<file path="config.mk">
export PLATFORM = sky130hd
export DESIGN_NAME = sound_play_ctrl
export DESIGN_NICKNAME = d
export VERILOG_FILES = /design/src/rtl/sound_pkg.sv /design/src/rtl/sound_level_cnt.sv /design/src/rtl/sound_play_ctrl.sv
export SDC_FILE = /design/constraint.sdc
export NUM_CORES = 1
export LEC_CHECK = 0
export CORE_MARGIN = 1
export CORE_UTILIZATION = 40
export DETAILED_ROUTE_END_ITERATION = 10
export GPL_TIMING_DRIVEN = 0
export PLACE_DENSITY = 0.82
export SYNTH_ARGS = -nofsm -noshare
export SYNTH_HDL_FRONTEND = slang
export SYNTH_SLANG_ARGS = --single-unit
export TNS_END_PERCENT = 20
</file>
<file path="constraint.sdc">
create_clock -name clock -period 2.64 [get_ports clock]
set_input_delay 0.528 -clock clock [delete_from_list [all_inputs] [get_ports clock]]
set_output_delay 0.528 -clock clock [all_outputs]
set_load 0.02 [all_outputs]
</file>
<file path="src/rtl/sound_pkg.sv">
// Shared constants and state encoding for the sound playback controller.
package sound_pkg;

  localparam int DEPTH_WORDS = 512;
  localparam int ADDR_W      = 9;
  localparam int LEVEL_W     = 10;

  typedef enum logic [1:0] {
    ST_FILL,
    ST_READY,
    ST_WAIT1,
    ST_WAIT2
  } play_state_t;

endpackage

</file>
<file path="src/rtl/sound_level_cnt.sv">
// Byte-to-word assembly tracking, buffered word count and overflow detection.
module sound_level_cnt
  import sound_pkg::*;
#(
  parameter int DEPTH_WORDS = sound_pkg::DEPTH_WORDS
) (
  input  logic               clock,
  input  logic               reset,
  input  logic               frame,
  input  logic               wr_strobe,
  input  logic               commit,
  input  logic               clr_flags,
  output logic [LEVEL_W-1:0] level,
  output logic               drop,
  output logic               overrun
);

  localparam logic [LEVEL_W-1:0] FULL = LEVEL_W'(DEPTH_WORDS);

  logic [1:0] phase;
  logic       word_done;

  // A word completes on the fourth byte; a frame clear swallows the strobe.
  assign word_done = wr_strobe && !frame && (phase == 2'd3);

  // Full buffer with no read draining it: the oldest word is sacrificed.
  assign drop = word_done && !commit && (level == FULL);

  always_ff @(posedge clock or posedge reset) begin
    if (reset) begin
      phase   <= 2'd0;
      level   <= '0;
      overrun <= 1'b0;
    end else begin
      if (drop)
        overrun <= 1'b1;
      else if (clr_flags)
        overrun <= 1'b0;

      if (frame) begin
        phase <= 2'd0;
        level <= '0;
      end else begin
        if (wr_strobe)
          phase <= phase + 2'd1;
        if (word_done && !commit && !drop)
          level <= level + 1'b1;
        else if (commit && !word_done)
          level <= level - 1'b1;
      end
    end
  end

endmodule

</file>
<file path="src/rtl/sound_play_ctrl.sv">
// Playback controller: prefill gating, tick-driven buffer fetch and sticky error flags.
module sound_play_ctrl
  import sound_pkg::*;
#(
  parameter int PREFILL     = 64,
  parameter int DEPTH_WORDS = sound_pkg::DEPTH_WORDS
) (
  input  logic               clock,
  input  logic               reset,
  input  logic               frame,
  input  logic               wr_strobe,
  input  logic               clr_flags,
  input  logic               sample_tick,
  input  logic [31:0]        q,
  output logic [ADDR_W-1:0]  rdaddress,
  output logic [31:0]        sample,
  output logic               sample_valid,
  output logic [LEVEL_W-1:0] level,
  output logic               underrun,
  output logic               overrun
);

  localparam logic [LEVEL_W-1:0] PREFILL_LVL = LEVEL_W'(PREFILL);

  play_state_t       state;
  logic [ADDR_W-1:0] rd_ptr;
  logic              tick_p0;
  logic              tick_empty_p0;
  logic              commit;
  logic              drop;
  logic              underrun_set;

  sound_level_cnt #(
    .DEPTH_WORDS (DEPTH_WORDS)
  ) u_level_cnt (
    .clock     (clock),
    .reset     (reset),
    .frame     (frame),
    .wr_strobe (wr_strobe),
    .commit    (commit),
    .clr_flags (clr_flags),
    .level     (level),
    .drop      (drop),
    .overrun   (overrun)
  );

  assign rdaddress    = rd_ptr;
  assign commit       = (state == ST_WAIT2) && !frame;
  assign underrun_set = (state == ST_READY) && tick_p0 && tick_empty_p0 && !frame;

  // Stage p0: the tick and the emptiness it saw are registered in READY;
  // the FSM acts on them one clock later, so delivery lands 3 clocks after the tick.
  always_ff @(posedge clock or posedge reset) begin
    if (reset) begin
      state         <= ST_FILL;
      rd_ptr        <= '0;
      tick_p0       <= 1'b0;
      tick_empty_p0 <= 1'b0;
      sample        <= '0;
      sample_valid  <= 1'b0;
      underrun      <= 1'b0;
    end else begin
      sample_valid  <= 1'b0;
      tick_p0       <= 1'b0;
      tick_empty_p0 <= 1'b0;

      if (underrun_set)
        underrun <= 1'b1;
      else if (clr_flags)
        underrun <= 1'b0;

      if (frame) begin
        state  <= ST_FILL;
        rd_ptr <= '0;
      end else begin
        if (commit || drop)
          rd_ptr <= rd_ptr + 1'b1;

        case (state)
          ST_FILL: begin
            if (level >= PREFILL_LVL)
              state <= ST_READY;
          end
          ST_READY: begin
            if (tick_p0)
              state <= tick_empty_p0 ? ST_FILL : ST_WAIT1;
            else if (sample_tick) begin
              tick_p0       <= 1'b1;
              tick_empty_p0 <= (level == '0);
            end
          end
          ST_WAIT1: state <= ST_WAIT2;
          ST_WAIT2: begin
            sample       <= q;
            sample_valid <= 1'b1;
            state        <= ST_READY;
          end
          default: state <= ST_FILL;
        endcase
      end
    end
  end

endmodule
</file>
**Yosys cells after proc, flatten, opt, wreduce, memory -nomap -nowiden**

Cells that the tools add are included.

- Memories kept: 0
- Input bits: 38
- Register bits after elaboration: 60
- Latch bits: 0
- Bits in read-only memories: 0
- Output and inout port bits: 54
- Logic and storage cells: 72
- RAM bits: 0

- Multiplexer cells: 25
- Equality and inequality tests: 7
- $mul: 0
- Order comparisons: 1
- $add $sub $neg: 4
- Div/mod/pow operators: 0
- Bitwise gates (word level): 1
- Shift-type cells: 0
- Reductions and logical operators: 24

Operators with widths:

| kind | number |
|---|---|
| $mux W10 | 3 |
| $mux W9 | 2 |
| $mux W1 | 13 |
| $mux W2 | 6 |
| $add A10 B1 Y10 const B | 1 |
| $eq A10 B10 Y1 const B | 1 |
| $ge A10 B7 Y1 const B | 1 |
| $logic_and A1 B1 Y1 | 10 |
| $logic_not A10 Y1 | 1 |
| $sub A10 B1 Y10 const B | 1 |
| $add A9 B1 Y9 const B | 1 |
| $pmux W2 S4 | 1 |
| $reduce_bool A2 Y1 | 4 |
| $eq A2 B2 Y1 const B | 3 |
| $ne A3 B3 Y1 const B | 2 |
| $logic_not A1 Y1 | 4 |
| $reduce_and A2 Y1 | 2 |
| $reduce_bool A3 Y1 | 1 |
| $add A2 B1 Y2 const B | 1 |
| $eq A2 B1 Y1 const B | 1 |
| $logic_not A2 Y1 | 1 |
| $logic_or A1 B1 Y1 | 1 |
| $not A1 Y1 | 1 |

**Depth between registers and ports, before layout**

Gate-level depths: netlist of run 1.

- Word-level depth: 9
- Depth in mapped cells: 12
- Mapped depth without buffers: 11

**Modules after synthesis**

Synthesis of run 1 repeated with hierarchy kept, for this count alone.

- Cell total of the unflattened synthesis: 258
- Area total of the unflattened synthesis: 2972.9 um2

By module, submodules not included:

| module | cells each | area each (um2) | instances | seq. area each (um2) |
|---|---|---|---|---|
| sound_play_ctrl | 147 | 1978.1 | 1 | 1176.1 |
| sound_level_cnt | 111 | 994.7 | 1 | 325.3 |

**Least setup slack after synthesis of run 1**

Ideal clock, no wire load.

- Path type: register to register
- Start point: reg state[0]
- End point: reg u_level_cnt.level[9]
- Data arrival time: 2.450 ns
- Path slack: 0.055 ns
- Data required time: 2.505 ns
- Buffers on the path: 1
- Setup time: 0.135 ns
- Cell stages (with the launch flop): 13
- Clock period less this slack: 2.585 ns
- Path through: dfrtp_1 -> ha_1 -> buf_6 -> nand4bb_4 -> a31oi_4 -> inv_2 -> ha_1 -> a21oi_1 -> o31ai_1 -> a22o_4 -> a21oi_4 -> mux2i_1 -> o22ai_1

- Cells in the longest elaborated chain, start to end: 9
- Elaborated cells between the ends (all ways): 11
- Classes of those cells: eq/ne (1); mux (2); reduce/logical (8)

RTL lines:

| item | RTL line | source |
|---|---|---|
| from (decl) | sound_play_ctrl.sv:25 | `play_state_t state;` |
| from (signal assigned) | sound_play_ctrl.sv:86 | `state <= tick_empty_p0 ? ST_FILL : ST_WAIT1;` |
| $eq A2 B2 Y1 (*) | sound_play_ctrl.sv:48 | `assign commit = (state == ST_WAIT2) && !frame;` |
| $logic_and A1 B1 Y1 (*) | sound_play_ctrl.sv:48 |  |
| $logic_not A1 Y1 | sound_level_cnt.sv:27, sound_level_cnt.sv:46 |  |
| $logic_and A1 B1 Y1 | sound_level_cnt.sv:27, sound_level_cnt.sv:46 |  |
| $logic_and A1 B1 Y1 | sound_level_cnt.sv:27 | `assign drop = word_done && !commit && (level == FULL);` |
| $logic_not A1 Y1 | sound_level_cnt.sv:46 | `if (word_done && !commit && !drop)` |
| $logic_and A1 B1 Y1 | sound_level_cnt.sv:46 |  |
| $mux W10 | sound_level_cnt.sv:46 |  |
| $mux W10 | sound_level_cnt.sv:40 | `if (frame) begin` |
| to (signal assigned) | sound_level_cnt.sv:47 | `level <= level + 1'b1;` |
| to (signal assigned) | sound_level_cnt.sv:49 | `level <= level - 1'b1;` |
| to (decl) | sound_level_cnt.sv:13 | `output logic [LEVEL_W-1:0] level,` |

Mark *: on every way between the ends. The rest lies on a longest branch, timed or not.
A chain may end at the register's enable or synchronous reset.

**Worst setup path after layout of run 1**

- Start point: reg state[1]
- End point: reg u_level_cnt.level[7]

The elaborated chain is that of the path after synthesis.

==> results of run 1 <==
==> power groups by stage <==
stage | sequential, mW | combinational (mW) | clock, mW
floorplan | 1.05 | 0.111 | 0
global placement | 1.01 | 0.307 | 0
global route | 0.999 | 0.358 | 0.786
detailed placement | 1.01 | 0.320 | 0
finish | 0.993 | 0.332 | 0.728
CTS | 0.991 | 0.331 | 0.754
==> kinds of logic (layout without fill, tap and decap cells) <==
family	Yosys count	after routing	synth area share, %
AO/OA/AOI/OAI	35	35	9.180
buffers and inverters	17	142	2.695
adder cells (fa/ha/maj)	11	11	4.632
AND/OR/NAND/NOR	75	75	14.44
XOR/XNOR	17	17	5.010
flip-flops	60	60	50.53
multiplexers	36	36	13.52
==> layout make-up <==
type / count / area [µm²] / area share (%)
plain buffers: 9 / 42.54 / 0.9723
flip-flops and latches: 60 / 1503 / 34.34
multi-input cells: 174 / 1439 / 32.89
inverters: 7 / 31.28 / 0.7149
well taps: 99 / 123.9 / 2.831
clock buffers: 11 / 141.4 / 3.231
repair buffers: 110 / 1067 / 24.39
clock inverters: 5 / 27.53 / 0.6291
==> registers in the layout, indices dropped and copies added, names as in the netlist <==
name                 cells
sample                  32
rdaddress                9
sample_valid             1
tick_empty_p0            1
u_level_cnt.level       10
u_level_cnt.phase        2
tick_p0                  1
u_level_cnt.overrun      1
underrun                 1
state                    2
==> worst max-delay path, stage by stage, from the launching register on <==
cell	delay, ns
sky130_fd_sc_hd__dfrtp_1	0.41
sky130_fd_sc_hd__ha_4	0.18
sky130_fd_sc_hd__nand4bb_4	0.24
sky130_fd_sc_hd__a31oi_4	0.22
sky130_fd_sc_hd__buf_6	0.14
sky130_fd_sc_hd__inv_6	0.05
sky130_fd_sc_hd__ha_4	0.27
sky130_fd_sc_hd__a21oi_2	0.06
sky130_fd_sc_hd__o31ai_2	0.08
sky130_fd_sc_hd__a22o_4	0.18
sky130_fd_sc_hd__a21oi_4	0.06
sky130_fd_sc_hd__buf_4	0.14
sky130_fd_sc_hd__or4_1	0.39
sky130_fd_sc_hd__nand3_1	0.08
==> timing repair <==
item / in CTS / in global routing
buffers inserted: 7 / 11
hold buffers: 0 / 0
pin swaps: 3 / 13
gates resized for setup: 10 / 5
setup endpoints to repair: 4 / 4
==> how the worst max path moves through the flow <==
stage | endpoint | cells after the start
2_1_floorplan | u_level_cnt.level[9] | 12
3_3_place_gp | u_level_cnt.level[9] | 11
3_5_place_dp | u_level_cnt.level[9] | 11
4_1_cts | u_level_cnt.level[9] | 12
5_1_grt | u_level_cnt.level[9] | 11
6_report | u_level_cnt.level[7] | 13
==> through the flow <==
stage / TNS, ns / util (%) / power, mW
after floorplan: 0 / - / 1.161
after global placement: -30.46 / 55.53 / 1.312
after detailed placement: -2.654 / 55.81 / 1.328
after CTS: 0 / 59.35 / 2.076
after global routing: -0.03047 / 60.65 / 2.143
final: 0 / 60.65 / 2.053
==> per-layer routing <==
| metal | global-route usage, % | part of all wire [%] | vias to the layer above | wire [µm] |
|---|---|---|---|---|
| met5 | 0 | 0 | - | 0 |
| met2 | 31.54 | 48 | 122 | 3503 |
| met3 | 9.896 | 10 | 16 | 733 |
| met1 | 22.90 | 39 | 1150 | 2874 |
| li1 | - | - | 1136 | - |
| met4 | 9.384 | 2.4 | 0 | 175 |
==> Yosys cell counts, types with 2 or more instances <==
master                     count
sky130_fd_sc_hd__dfrtp_1      60
sky130_fd_sc_hd__mux2_2       33
sky130_fd_sc_hd__nor2_1       26
sky130_fd_sc_hd__nand2_1      17
sky130_fd_sc_hd__ha_1         11
sky130_fd_sc_hd__xor2_1       10
sky130_fd_sc_hd__a21oi_1       7
sky130_fd_sc_hd__clkbuf_1      7
sky130_fd_sc_hd__xnor2_1       7
sky130_fd_sc_hd__inv_1         6
sky130_fd_sc_hd__nor3_1        5
sky130_fd_sc_hd__nand3_1       4
sky130_fd_sc_hd__o21ai_0       4
sky130_fd_sc_hd__a41oi_1       3
sky130_fd_sc_hd__mux2i_1       3
sky130_fd_sc_hd__nor4_1        3
sky130_fd_sc_hd__a211oi_1      2
sky130_fd_sc_hd__and3_1        2
sky130_fd_sc_hd__buf_6         2
sky130_fd_sc_hd__nand3b_1      2
sky130_fd_sc_hd__nand4_1       2
sky130_fd_sc_hd__nand4b_1      2
sky130_fd_sc_hd__nor2b_1       2
sky130_fd_sc_hd__nor3_4        2
sky130_fd_sc_hd__o21ai_1       2
sky130_fd_sc_hd__o22ai_1       2
sky130_fd_sc_hd__o31ai_1       2
==> flow_summary.rst, run 1 <==
.. list-table::
   :header-rows: 1

   * - Metric
     - Value
   * - Run status
     - finished clean
   * - Warnings from Yosys
     - 0
   * - Cell Count, Final, Fillers Out
     - 475
   * - Cell type contributing the most total cell area after synthesis
     - sky130_fd_sc_hd__dfrtp_1
   * - TritonCTS clock tree
     - done
   * - Actual slew at the worst max-slew pin
     - 0.6925 ns
   * - Half-perimeter wire length of the detailed placement result
     - 5.150 mm
   * - Internal cell power
     - 1.501 mW
   * - Endpoint class of the critical path
     - register
   * - DRC Markers
     - 0
   * - Area enclosed by the die boundary
     - 7777 µm²
   * - Max cap viols
     - 0
   * - Remaining antenna violation count
     - 0
   * - Most common cell after layout, fill and taps aside
     - sky130_fd_sc_hd__clkdlybuf4s50_1
   * - Final setup margin
     - 0.08093 ns
   * - Ant diodes
     - 0
   * - RD Place Congestion
     - 0.8248
   * - H-Tree Depth
     - 3
   * - Routed via count divided by cell count
     - 5.103
   * - Pin count of the biggest net entering global routing
     - 34
   * - Initial standard-cell utilization of the core
     - 41.19%
   * - Per-instance average area after synthesis
     - 11.84 µm²
   * - Wire per inst
     - 15.34 µm
   * - Hold Fails Final Rpt
     - 0
   * - Final-report max-slew violation count
     - 0
   * - Number of flip-flops and latches in the synthesized netlist
     - 60
   * - Cells after synthesis
     - 251
   * - Worst Setup Start Kind
     - register
   * - Worst R2R Setup Slack
     - 0.08 ns
   * - Area growth from synthesis to layout
     - 47.24%
   * - Max FO, Critical Path
     - 8
   * - Overall Global Routing Usage
     - 20.06%
   * - Pre-CTS setup slack
     - -0.6229 ns
   * - Total power density per cell area
     - 469.1 nW/µm²
   * - Initial DRC count
     - 169
   * - Comb pwr share
     - 16.2%
   * - Portion of synthesized cell area occupied by the leading cell type
     - 50.53%
   * - Total of endpoints with negative setup slack in the final report
     - 0
   * - Fillers
     - 580
   * - Count of standard-cell rows
     - 31
   * - Count of unique library cells instantiated by Yosys
     - 50
   * - Port Buffer Count
     - 91
   * - Data required, critical path
     - 2.91 ns
   * - Via count of the first global-routing pass
     - 2444
   * - Total non-filler cell area in the finished layout
     - 4375 µm²
   * - Total grt overflow
     - 0
   * - Critical Setup Path Class
     - reg -> reg
   * - Clock latency of the later-clocked register in the worst-skew pair
     - 0.34 ns
   * - Share of power burned in registers
     - 48.4%
   * - Main flop type after synthesis
     - sky130_fd_sc_hd__dfrtp_1
   * - Final min period
     - 2.559 ns
   * - Critical Path AT
     - 2.83 ns
   * - Wire length of the first global-routing pass
     - 11.60 mm
   * - Switching power share of the total
     - 26.86%
   * - Max VDD drop
     - 0.0004267 V
   * - Commonest non-fill, non-tap cells in the layout
     - 89 x sky130_fd_sc_hd__clkdlybuf4s50_1, 59 x sky130_fd_sc_hd__dfrtp_1, 33 x sky130_fd_sc_hd__mux2_2
   * - Worst flop-to-flop path startpoint
     - state[1]
   * - Clk slew on worst S/H paths
     - 0.07 ns
   * - Antenna violations before repair
     - 0
   * - Nets
     - 420
   * - Post-synthesis cell area
     - 2972 µm²
   * - Path category of the worst min-delay check
     - reg -> reg
   * - Total clock buffers created by CTS
     - 9
   * - Cell chosen for the clock root
     - sky130_fd_sc_hd__clkbuf_8
   * - Switching pwr
     - 551.3 µW
   * - Synth Net Count
     - 300
   * - Depth of the worst register-to-register path
     - 13
   * - Setup repair after global routing missed its margin
     - yes
   * - Cell total after placement
     - 442
   * - Most area-consuming cells after synthesis
     - sky130_fd_sc_hd__dfrtp_1 51%, sky130_fd_sc_hd__mux2_2 13%, sky130_fd_sc_hd__ha_1 4.6%
   * - Vertical die dimension
     - 88.19 µm
   * - Capture instance of the worst register-to-register path
     - u_level_cnt.level[7]
   * - Placed instance area
     - 4026 µm²
   * - Core area
     - 7214 µm²
   * - Sink Count
     - 60
   * - Detailed Routing Iterations Pass 1
     - 4
   * - Sum of routed wire length over all layers
     - 7.286 mm
   * - Share of synthesized flip-flops with an asynchronous set or reset
     - 100.0%
   * - Hold path start
     - sample[5]
   * - Worst rel slew slack
     - 53.77%
   * - Via count
     - 2424
   * - Highest clock frequency the design can meet
     - 390.8 MHz
   * - Number of top-level pins
     - 92
   * - Share of the clock period used by the worst path after layout
     - 96.93%
   * - Post-Route Skew
     - 0.01055 ns
   * - Part of the Yosys area used for sequential elements
     - 50.53%
   * - Hold path depth
     - 1
   * - Clock share of power
     - 35.5%
   * - Number of buffers on the longest clock path
     - 2
   * - Worst setup startpoint
     - state[1]
   * - Post-Route Hold Slack
     - 0.5047 ns
   * - Number of enable-type register cells in the synthesized netlist
     - 0
   * - Static Leak
     - 1.897 nW
   * - End of the worst hold path
     - sample[5]
   * - Fraction of layout cells with a size suffix above 1
     - 23.14%
   * - DIE WIDTH
     - 88.19 µm
Power figures use the tool's default switching activity.
==> inputs of run 2 (changes only) <==
--- a/config.mk
+++ b/config.mk
@@ -8,8 +8,9 @@
 export CORE_MARGIN = 1
 export CORE_UTILIZATION = 40
 export DETAILED_ROUTE_END_ITERATION = 10
+export DONT_BUFFER_PORTS = 1
 export GPL_TIMING_DRIVEN = 0
-export PLACE_DENSITY = 0.82
+export PLACE_DENSITY = 0.65
 export SYNTH_ARGS = -nofsm -noshare
 export SYNTH_HDL_FRONTEND = slang
 export SYNTH_SLANG_ARGS = --single-unit
==> run 2 against run 1 <==
Net effect:
- via count decreased by 15%
- worst setup slack worse by 0.038 ns
- die area did not move
- count of clock-buffer cells in the layout down 1
- final cell count decreased by 20%
- clock skew fell by 0.0030 ns
- largest cell class unchanged
- highest routed layer unchanged
==> flow_summary.rst, run 2 (same netlist as run 1, synthesis figures left out) <==
.. list-table::
   :header-rows: 1

   * - Metric
     - Value
   * - Run status
     - finished clean
   * - WP buf/inv
     - 1 (-2)
   * - Antenna violations before repair
     - 0 (unchanged)
   * - Post-Route Skew
     - 0.007499 ns (-0.003046 ns)
   * - Internal cell power
     - 1.483 mW (-1.2%)
   * - DIE WIDTH
     - 88.19 µm (unchanged)
   * - Routed via count divided by cell count
     - 5.447 (+6.7%)
   * - Wire per inst
     - 16.86 µm (+9.9%)
   * - H-Tree Depth
     - 3 (unchanged)
   * - Cell total after placement
     - 351 (-21%)
   * - Worst R2R Setup Slack
     - 0.04 ns (-0.04 ns)
   * - Cells along the critical path
     - ha_4 > nand4bb_4 > a31oi_4 > inv_4 > ha_4 > a311o_1 > a22o_4 > a21oi_4 > mux2i_1 > o22ai_1
   * - Largest register FFs
     - 32 (unchanged)
   * - Port Buffer Count
     - 0 (-100%)
   * - RD Place Congestion
     - 0.9279 (+12%)
   * - Fraction of layout cells with a size suffix above 1
     - 30.96% (+7.8 points)
   * - DRC Markers
     - 0 (unchanged)
   * - Stage delay of the slowest cell on the critical path
     - 0.42 ns (about the same)
   * - Depth of the worst register-to-register path
     - 10 (-3)
   * - Max VDD drop
     - 0.0003572 V (-16%)
   * - Sum of routed wire length over all layers
     - 6.408 mm (-12%)
   * - Sink Count
     - 60 (unchanged)
   * - Clock share of power
     - 40.1% (+4.6 points)
   * - Highest clock frequency the design can meet
     - 385.0 MHz (-1.5%)
   * - Total power
     - 1.991 mW (-3.0%)
   * - Critical Path AT
     - 2.79 ns (-0.04 ns)
   * - Count of standard-cell rows
     - 31 (unchanged)
   * - Area enclosed by the die boundary
     - 7777 µm² (unchanged)
   * - Endpoint class of the critical path
     - register
   * - Critical Setup Path Class
     - reg -> reg
   * - Cell Count, Final, Fillers Out
     - 380 (-20%)
   * - Detailed Routing Iterations Pass 1
     - 4 (unchanged)
   * - Final core utilization
     - 48.16% (-12 points)
   * - Setup repair after global routing missed its margin
     - yes
   * - Ant diodes
     - 0 (unchanged)
   * - Nets
     - 326 (-22%)
   * - Total clock buffers created by CTS
     - 9 (unchanged)
   * - Hold Fails Final Rpt
     - 0 (unchanged)
   * - Total grt overflow
     - 0 (unchanged)
   * - Total power density per cell area
     - 573.1 nW/µm² (+22%)
   * - Data required, critical path
     - 2.84 ns (-0.07 ns)
   * - Sum of negative setup slack
     - 0 ns (unchanged)
   * - Clk slew on worst S/H paths
     - 0.07 ns (about the same)
   * - Initial standard-cell utilization of the core
     - 41.19% (unchanged)
   * - Static Leak
     - 1.551 nW (-18%)
   * - Number of top-level pins
     - 92 (unchanged)
   * - Via count
     - 2070 (-15%)
   * - Share of power burned in registers
     - 52.5% (+4.1 points)
   * - Most common cell after layout, fill and taps aside
     - sky130_fd_sc_hd__dfrtp_1
   * - Cell chosen for the clock root
     - sky130_fd_sc_hd__clkbuf_8
   * - Worst flop-to-flop path startpoint
     - state[0]
   * - Initial DRC count
     - 72 (-57%)
   * - Max FO, Critical Path
     - 5 (-3)
   * - Most flops, register
     - sample
   * - Total of endpoints with negative setup slack in the final report
     - 0 (unchanged)
   * - Via count of the first global-routing pass
     - 2081 (-15%)
   * - CP max-delay cell
     - sky130_fd_sc_hd__dfrtp_1
   * - Path category of the worst min-delay check
     - in -> async
   * - Switching pwr
     - 508.2 µW (-7.8%)
   * - Core area
     - 7214 µm² (unchanged)
   * - Kind of cell adding the most delay to the critical path
     - compound AO/OA/AOI/OAI gates
   * - Actual slew at the worst max-slew pin
     - 0.5663 ns (-0.1262 ns)
   * - Clock latency of the later-clocked register in the worst-skew pair
     - 0.33 ns (about the same)
   * - Half-perimeter wire length of the detailed placement result
     - 4.449 mm (-14%)
   * - Most repeated library cell on the critical path
     - sky130_fd_sc_hd__ha_4
   * - Final-report max-slew violation count
     - 0 (unchanged)
   * - TritonCTS clock tree
     - done
   * - Final setup margin
     - 0.04261 ns (-0.03832 ns)
   * - Pin count of the biggest net entering global routing
     - 42 (+24%)
   * - Area growth from synthesis to layout
     - 16.93%
   * - Worst rel slew slack
     - 62.25% (+8.5 points)
   * - Comb pwr share
     - 7.4% (-8.8 points)
   * - Max cap viols
     - 0 (unchanged)
   * - Pre-CTS setup slack
     - -0.1941 ns (+0.4288 ns)
   * - Overall Global Routing Usage
     - 16.74% (-3.3 points)
   * - Number of buffers on the longest clock path
     - 2 (unchanged)
   * - Commonest non-fill, non-tap cells in the layout
     - 59 x sky130_fd_sc_hd__dfrtp_1, 33 x sky130_fd_sc_hd__mux2_2, 26 x sky130_fd_sc_hd__nor2_1
   * - Share of the clock period used by the worst path after layout
     - 98.39% (+1.5 points)
   * - Final min period
     - 2.597 ns (+0.03832 ns)
   * - Worst Setup Start Kind
     - register
   * - Switching power share of the total
     - 25.52% (-1.3 points)
   * - Vertical die dimension
     - 88.19 µm (unchanged)
   * - Remaining antenna violation count
     - 0 (unchanged)
   * - Capture instance of the worst register-to-register path
     - u_level_cnt.level[9]
   * - Wire length of the first global-routing pass
     - 9.680 mm (-17%)
-- run 2: metal layers --
metal	vias to the layer above	GRT usage [%]	routed length, µm
li1	947	-	-
met1	1009	18.11	2415
met2	103	28.46	3178
met3	11	8.294	724
met4	0	5.718	90
met5	-	0	0
-- run 2: per-stage QoR --
stage / hold WS, ns / cell area [µm²]
final: 0.08846 / 3475
after global routing: 0.1080 / 3475
after CTS: 0.08700 / 3382
after detailed placement: 0.4523 / 3115
after global placement: 0.4901 / 3095
after floorplan: 0.4553 / 2972
-- run 2: power groups by stage --
stage                     logic, mW  registers (mW)  clock network [mW]
final                         0.148            1.05               0.798
after global routing          0.166            1.05               0.860
after CTS                     0.145            1.04               0.825
after detailed placement      0.141            1.06                   0
after global placement        0.130            1.06                   0
after floorplan               0.111            1.05                   0
-- run 2: final cells by class --
cell class / count / area, µm²
Clock inverter: 5 / 52.55
Sequential cell: 60 / 1503
Timing Repair Buffer: 16 / 132.6
Fill cell: 671 / 3740
Clock buffer: 10 / 137.6
Inverter: 7 / 28.78
Multi-Input combinational cell: 174 / 1451
Tap cell: 99 / 123.9
Buffer: 9 / 45.04
-- run 2: worst max-delay path by stage --
stage,startpoint,endpoint,slack [ns],depth (start not counted)
2_1_floorplan,state[0],u_level_cnt.level[9],0.05,12
3_3_place_gp,state[0],u_level_cnt.level[9],-0.20,12
3_5_place_dp,state[0],u_level_cnt.level[9],-0.19,12
4_1_cts,u_level_cnt.level[4],u_level_cnt.level[8],0.007,10
5_1_grt,state[0],u_level_cnt.level[9],-0.09,10
6_report,state[0],u_level_cnt.level[9],0.04,10
-- run 2: repair_timing --
item / in CTS / in global routing
gates resized for setup: 6 / 10
pin swaps: 5 / 10
setup buffers: 6 / 9
endpoints found under the hold margin: 0 / 0
hold buffers: 0 / 0
setup endpoints to repair: 4 / 4
==> inputs of run 3 (changes only) <==
--- a/config.mk
+++ b/config.mk
@@ -7,6 +7,7 @@
 export LEC_CHECK = 0
 export CORE_MARGIN = 1
 export CORE_UTILIZATION = 40
+export CTS_CLUSTER_SIZE = 16
 export DETAILED_ROUTE_END_ITERATION = 10
 export DONT_BUFFER_PORTS = 1
 export GPL_TIMING_DRIVEN = 0
==> results of run 3 <==
No change in the layout: final DEF, timing and power equal those of run 2.
